File: config.mk
export PLATFORM = sky130hd
export DESIGN_NAME = vx_data_arbiter
export DESIGN_NICKNAME = d
export VERILOG_FILES = /design/src/rtl/vx_data_arbiter_pkg.sv /design/src/rtl/vx_data_arbiter_init.sv /design/src/rtl/vx_data_arbiter.sv
export SDC_FILE = /design/constraint.sdc
export NUM_CORES = 1
export LEC_CHECK = 0
export ABC_AREA = 1
export BUFFER_PORTS_ARGS = -buffer_cell sky130_fd_sc_hd__buf_4
export CORE_AREA = 2 2 167 169
export CTS_CLUSTER_DIAMETER = 150
export DETAILED_ROUTE_END_ITERATION = 8
export DIE_AREA = 0 0 169 171
export SETUP_SLACK_MARGIN = 0.5
export SYNTH_ARGS = -nofsm -noshare
export SYNTH_HDL_FRONTEND = slang
export SYNTH_SLANG_ARGS = --single-unit
export TNS_END_PERCENT = 50
File: constraint.sdc
create_clock -name clk -period 1.65 [get_ports clk]
set_clock_uncertainty 0.15 [all_clocks]
set_input_delay 0.0825 -clock clk [delete_from_list [all_inputs] [get_ports clk]]
set_output_delay 0.0825 -clock clk [all_outputs]
set_load 0.05 [all_outputs]
File: src/rtl/vx_data_arbiter_pkg.sv
// Shared types for the data-store arbiter: FSM state encoding and starve-counter sizing.
package vx_data_arbiter_pkg;

  typedef enum logic {
    INIT = 1'b0,
    RUN  = 1'b1
  } arb_state_e;

  // Bits needed to count 0..limit inclusive.
  function automatic int unsigned starve_cnt_width(input int unsigned limit);
    return unsigned'($clog2(limit + 1));
  endfunction

endpackage

File: src/rtl/vx_data_arbiter_init.sv
// Line-sweep counter that walks every data-store line once after reset so the store
// starts zeroed; advances only on enabled (non-stalled) cycles.
module vx_data_arb_init #(
  parameter int unsigned LINES_PER_BANK = 64,
  parameter int unsigned CNT_W          = 6
) (
  input  logic             clk,
  input  logic             reset,
  input  logic             en,
  output logic [CNT_W-1:0] line,
  output logic             last
);

  assign last = (line == CNT_W'(LINES_PER_BANK - 1));

  // Wrap to zero after the final line so a later re-sweep starts clean.
  always_ff @(posedge clk) begin
    if (reset) begin
      line <= '0;
    end else if (en) begin
      line <= last ? '0 : line + CNT_W'(1);
    end
  end

endmodule

File: src/rtl/vx_data_arbiter.sv
// Arbitrates fill and core requests onto a single data-store command port with
// bounded core starvation. Optional post-reset zeroing sweep: VX_DATA_ARB_INIT_EN.
module vx_data_arbiter
  import vx_data_arbiter_pkg::*;
#(
  parameter  int unsigned LINE_ADDR_WIDTH  = 8,
  parameter  int unsigned LINES_PER_BANK   = 64,
  parameter  int unsigned NUM_PORTS        = 1,
  parameter  int unsigned WORD_SIZE        = 4,
  parameter  int unsigned WORDS_PER_LINE   = 4,
  parameter  int unsigned WORD_SELECT_BITS = 2,
  parameter  int unsigned STARVE_LIMIT     = 4,
  localparam int unsigned WORD_WIDTH       = WORD_SIZE * 8,
  localparam int unsigned LINE_WIDTH       = WORDS_PER_LINE * WORD_WIDTH
) (
  input  logic                                  clk,
  input  logic                                  reset,
  input  logic                                  fill_valid,
  output logic                                  fill_ready,
  input  logic [LINE_ADDR_WIDTH-1:0]            fill_addr,
  input  logic [LINE_WIDTH-1:0]                 fill_data,
  input  logic                                  core_valid,
  output logic                                  core_ready,
  input  logic                                  core_rw,
  input  logic [LINE_ADDR_WIDTH-1:0]            core_addr,
  input  logic [NUM_PORTS*WORD_SELECT_BITS-1:0] core_wsel,
  input  logic [NUM_PORTS-1:0]                  core_pmask,
  input  logic [NUM_PORTS*WORD_SIZE-1:0]        core_byteen,
  input  logic [NUM_PORTS*WORD_WIDTH-1:0]       core_data,
  input  logic                                  stall,
  output logic                                  da_read,
  output logic                                  da_fill,
  output logic                                  da_write,
  output logic [LINE_ADDR_WIDTH-1:0]            da_addr,
  output logic [NUM_PORTS*WORD_SELECT_BITS-1:0] da_wsel,
  output logic [NUM_PORTS-1:0]                  da_pmask,
  output logic [NUM_PORTS*WORD_SIZE-1:0]        da_byteen,
  output logic [LINE_WIDTH-1:0]                 da_fill_data,
  output logic [NUM_PORTS*WORD_WIDTH-1:0]       da_write_data,
  input  logic [NUM_PORTS*WORD_WIDTH-1:0]       da_read_data,
  output logic                                  rsp_valid,
  output logic [NUM_PORTS*WORD_WIDTH-1:0]       rsp_data,
  output logic                                  init_done
);

  localparam int unsigned STARVE_W = starve_cnt_width(STARVE_LIMIT);

  logic                       in_init;
  logic                       run_ok;
  logic [LINE_ADDR_WIDTH-1:0] init_addr;
  logic [STARVE_W-1:0]        starve_cnt;
  logic                       starve_full;
  logic                       core_win;
  logic                       fill_win;
  logic                       grant_ok;
  logic                       fill_xfer;
  logic                       core_xfer;
  logic                       init_step;

`ifdef VX_DATA_ARB_INIT_EN
  localparam int unsigned LINE_SELECT_BITS = $clog2(LINES_PER_BANK);
  localparam int unsigned CNT_W = (LINE_SELECT_BITS > 0) ? LINE_SELECT_BITS : 1;

  arb_state_e       state;
  logic [CNT_W-1:0] init_line;
  logic             init_last;

  vx_data_arb_init #(
    .LINES_PER_BANK(LINES_PER_BANK),
    .CNT_W         (CNT_W)
  ) u_init (
    .clk  (clk),
    .reset(reset),
    .en   (init_step),
    .line (init_line),
    .last (init_last)
  );

  // INIT -> RUN after the last line is written; init_done rises with the transition.
  always_ff @(posedge clk) begin
    if (reset) begin
      state     <= INIT;
      init_done <= 1'b0;
    end else if (state == INIT && !stall && init_last) begin
      state     <= RUN;
      init_done <= 1'b1;
    end
  end

  assign in_init   = (state == INIT) && !reset;
  assign run_ok    = (state == RUN);
  assign init_addr = LINE_ADDR_WIDTH'(init_line);
`else
  assign in_init   = 1'b0;
  assign run_ok    = 1'b1;
  assign init_addr = '0;
  assign init_done = 1'b1;
`endif

  // Fill wins unless the core has already lost STARVE_LIMIT times in a row.
  assign starve_full = (starve_cnt == STARVE_W'(STARVE_LIMIT));
  assign core_win    = core_valid && (!fill_valid || starve_full);
  assign fill_win    = fill_valid && !core_win;
  assign grant_ok    = !reset && !stall && run_ok;
  assign fill_ready  = grant_ok && fill_win;
  assign core_ready  = grant_ok && core_win;
  assign fill_xfer   = fill_ready;
  assign core_xfer   = core_ready;
  assign init_step   = in_init && !stall;

  assign da_fill       = fill_xfer || init_step;
  assign da_write      = core_xfer && core_rw;
  assign da_read       = core_xfer && !core_rw;
  assign da_addr       = in_init ? init_addr : (fill_win ? fill_addr : core_addr);
  assign da_fill_data  = in_init ? '0 : fill_data;
  assign da_wsel       = core_wsel;
  assign da_pmask      = core_pmask;
  assign da_byteen     = core_byteen;
  assign da_write_data = core_data;

  always_ff @(posedge clk) begin
    if (reset) begin
      starve_cnt <= '0;
    end else if (!core_valid || core_xfer) begin
      starve_cnt <= '0;
    end else if (fill_xfer && !starve_full) begin
      starve_cnt <= starve_cnt + STARVE_W'(1);
    end
  end

  // Read data returns one cycle after the read command.
  always_ff @(posedge clk) begin
    if (reset) begin
      rsp_valid <= 1'b0;
      rsp_data  <= '0;
    end else begin
      rsp_valid <= da_read;
      if (da_read) begin
        rsp_data <= da_read_data;
      end
    end
  end

endmodule

## Word-level counts from Yosys, hierarchy flattened

Index checks and enable logic that the tools add are counted.

| cells by class | value |
|---|---|
| reduce and logical (&&, ||, !) cells | 18 |
| muxes and demuxes | 1 |
| equality and inequality tests | 1 |
| $add $sub $neg | 1 |

Operator list:

| operator | number |
|---|---|
| logical AND 1 bit | 8 |
| two-way mux 8 bit | 1 |
| zero test 1 bit | 7 |
| adder 3 x 1 -> 3 bit, second input constant | 1 |
| == test 3 bit, second input constant | 1 |
| logical OR 1 bit | 2 |
| OR reduction 2 bit | 1 |

| word-level totals | value |
|---|---|
| output and inout port bits | 214 |
| logic and storage cells | 24 |
| bits in registers | 36 |

## Logic depth before layout (Yosys ltp)

| logic depth | value |
|---|---|
| depth in word-level cells | 7 |
| mapped depth | 10 |
| depth with buffers taken out | 8 |

## Worst setup path after synthesis

OpenSTA, ideal clock, no wires.

| timing path | value |
|---|---|
| path type | reg-to-output |
| start point | register starve_cnt[0] |
| end point | output port fill_ready |
| data required time | 1.417 ns |
| setup slack | -0.670 ns |
| arrival | 2.088 ns |
| cell stages (with the launch flop) | 9 |
| buffers on the path | 1 |
| cell sequence | dfxtp_1 inv_1 ha_1 nand2_1 nand2_4 nand2_1 nand2_2 nor2_1 buf_4 |

| on the way | value |
|---|---|
| cells in the longest elaborated chain, start to end | 6 |

Ends and longest elaborated chain:

| what | RTL line | text |
|---|---|---|
| start: declaration | vx_data_arbiter.sv:51 | `logic [STARVE_W-1:0] starve_cnt;` |
| start signal: assignment | vx_data_arbiter.sv:127 | `starve_cnt <= starve_cnt + STARVE_W'(1);` |
| == test 3 bit | vx_data_arbiter.sv:101 | `assign starve_full = (starve_cnt == STARVE_W'(STARVE_LIMIT));` |
| logical OR 1 bit | vx_data_arbiter.sv:102 | `assign core_win = core_valid && (!fill_valid \|\| starve_full);` |
| logical AND 1 bit | vx_data_arbiter.sv:102 |  |
| zero test 1 bit | vx_data_arbiter.sv:103 | `assign fill_win = fill_valid && !core_win;` |
| logical AND 1 bit | vx_data_arbiter.sv:103 |  |
| logical AND 1 bit | vx_data_arbiter.sv:105 | `assign fill_ready = grant_ok && fill_win;` |
| end: declaration | vx_data_arbiter.sv:19 | `output logic fill_ready,` |

Every way passes these cells.

## Worst setup path after layout

| timing path | value |
|---|---|
| start point | register starve_cnt[0] |
| end point | output port da_addr[3] |

| on the way | value |
|---|---|
| cells in the longest elaborated chain, start to end | 6 |

Ends and longest elaborated chain:

| what | RTL line | text |
|---|---|---|
| == test 3 bit | vx_data_arbiter.sv:101 |  |
| logical OR 1 bit | vx_data_arbiter.sv:102 |  |
| logical AND 1 bit | vx_data_arbiter.sv:102 |  |
| zero test 1 bit | vx_data_arbiter.sv:103 |  |
| logical AND 1 bit | vx_data_arbiter.sv:103 |  |
| two-way mux 8 bit | vx_data_arbiter.sv:114 | `assign da_addr = in_init ? init_addr : (fill_win ? fill_addr : core_addr);` |
| end: declaration | vx_data_arbiter.sv:34 | `output logic [LINE_ADDR_WIDTH-1:0] da_addr,` |

Every way passes these cells.

==> run metrics <==
Mapped Cells 433; Synth Area per Inst 6.805 um2; vias per cell 3.134; DIE AREA 28,900 um2; Mapped Nets 656; Hold Fails Final Rpt 0; dpl ws 88.47 ps; total number of vias 2,391; DPL Wire Length 8.455 mm; kind of critical path register to output pin; DRC viols 0; total grt overflow 0; outcome finished with violations; largest net degree at the start of global routing 21; count leader, synth buf_4; share of the synthesized area in the top cell type roughly 44%; Primary FF master, synth dfxtp_1; IO Pins 435; Critical Path Fanout Max 6; nets 639; violated checks setup timing; CTS clk-pin slew, worst paths 60 ps; antenna violations before repair 1; top post-synthesis cells by area buf_4 44%, dfxtp_1 24%, nand2_1 11%; Initial Utilization 10.78%; Post-synth EDFFs 0; Antenna Nets Post-Route 0; setup slack after layout -82.33 ps; H-tree levels 2; first-pass GRT wire length 14.90 mm; synth warn 0; dpl cells 705; CTS tree built; synth cell count leaders 173 x buf_4, 88 x nand2_1, 67 x nor2_1; Final Critical Period 1732 ps; Port Buf Inserts between 90 and 100; Pins Over Slew Limit 0; post-layout power roughly 2.5 mW; CP Capture Type output pin; gr usage total 7.441%; startpoint class of the critical path register; Core Area ~27,000 um2; share of layout cells above drive strength 1 between 40% and 50%; area grow syn2layout 34.39%; CTS Sinks 36; post-route insts no fill approximately 760; Site Rows a little over 60; clk_lat worst skew 290 ps; sequential fraction of the synthesis area 24.46%; wire length per cell 15.44 um; Post-synth ARST share 0%; Max Fclk 577.3 MHz; Max-Cap Viols 0; Die H around 170 um; PD cells 638.8 nW/um2; period utilization 105.0%; width of the die 169 um; Final Wtd Congestion approximately 0.67; worst endpoint required time 1420 ps; Max VDD drop 0.2993 mV; crit path DAT 1500 ps; drt total wl 11.78 mm; Synth Cell Area between 2000 and 3000 um2; HP Class primary input to output pin; endpoints failing setup 21; RSZ-0062 raised after global routing yes; Synth cell types 17; Leak 1.865 nW; final hold slack around 15 ps; DR pass1 iterations 5; area leader, netlist buf_4; clk root buf clkbuf_16; CTS Buf Count 5; Iter 0 DRT Violations 59; Max Buffers Root-to-Sink 2; register bit total from synthesis 36; vias in the first global route 2,279
==> layer usage <==
layer	share of wire (%)	GRT usage [%]	vias to the layer above
met4	8.5	7.432	2
met3	20	6.708	96
met2	45	11.49	216
li1	-	-	1074
met1	27	5.238	1003
met5	0.25	0.8696	-
==> registers in the layout, summed over array words and instances (netlist names) <==
name        cells
rsp_data       32
rsp_valid       1
starve_cnt      3
==> repair_timing <==
action	in CTS	in global routing
cloned	7	1
resized for setup	66	24
endpoints found under the setup margin	49	49
endpoints found under the hold margin	32	0
hold buffers	32	0
buffers inserted	9	1
pin swaps	16	17
==> cell type report <==
cell class | instances | area [um2]
fillers | 3099 | 23360
repair buffers | 154 | 1460
multi-input cells | 178 | 1031
flip-flops and latches | 36 | 723.2
well taps | 346 | 432.9
inverters | 41 | 157.7
clock buffers | 7 | 152.6
diodes | 1 | 2.502
==> cell families after synthesis <==
logic type,count (synthesis),synth area share (%)
XOR/XNOR,1,0.2973
AO/OA/AOI/OAI,3,0.5094
other,1,0.1273
AND/OR/NAND/NOR,169,22.97
adder cells (fa/ha/maj),2,0.8491
flip-flops,36,24.46
buffers and inverters,221,50.79
==> stage by stage <==
step,util (%),TNS (ps),instance area (um2)
2_1_floorplan,-,0,3067
3_5_place_dp,10.86,0,2967
3_3_place_gp,10.86,0,2967
5_1_grt,14.49,-3611,3960
6_report,14.49,-889.1,3960
4_1_cts,14.10,-1278,3852
==> power by group <==
part	switching (mW)	internal, mW
Sequential	0.00980	0.888
Combinational	0.330	0.272
Clock	0.396	0.635
Total	0.735	1.79
==> path summary, 6_finish.rpt <==
| kind | startpoint | endpoint | slack, ps | cells after the start |
|---|---|---|---|---|
| max | starve_cnt[0] | da_addr[3] | -80 | 9 |
| min | fill_data[118] | da_fill_data[118] | 20 | 0 |
| max reg2reg | starve_cnt[0] | rsp_data[9] | -20 | 11 |
| min reg2reg | rsp_data[17] | rsp_data[17] | 360 | 4 |
==> worst max-delay path: stages, from the launching register on <==
cell	delay, ps
dfxtp_2	340
inv_2	50
ha_4	150
nand2_4	70
nand2_8	80
nand2_8	110
nand2_4	100
nand2_2	100
nand2_4	50
buf_6	150
==> placed cells by master (no fill, tap or decap), drive strengths merged <==
cell / instances
dfxtp: 36
diode: 1
inv: 40
nor2: 68
buf: 121
xor2: 1
conb: 1
ha: 2
nand4: 1
nand3: 10
dlygate4sd3: 32
a21oi: 3
nand2: 92
clkbuf: 8
clkinvlp: 1
Power figures use the tool's default switching activity.
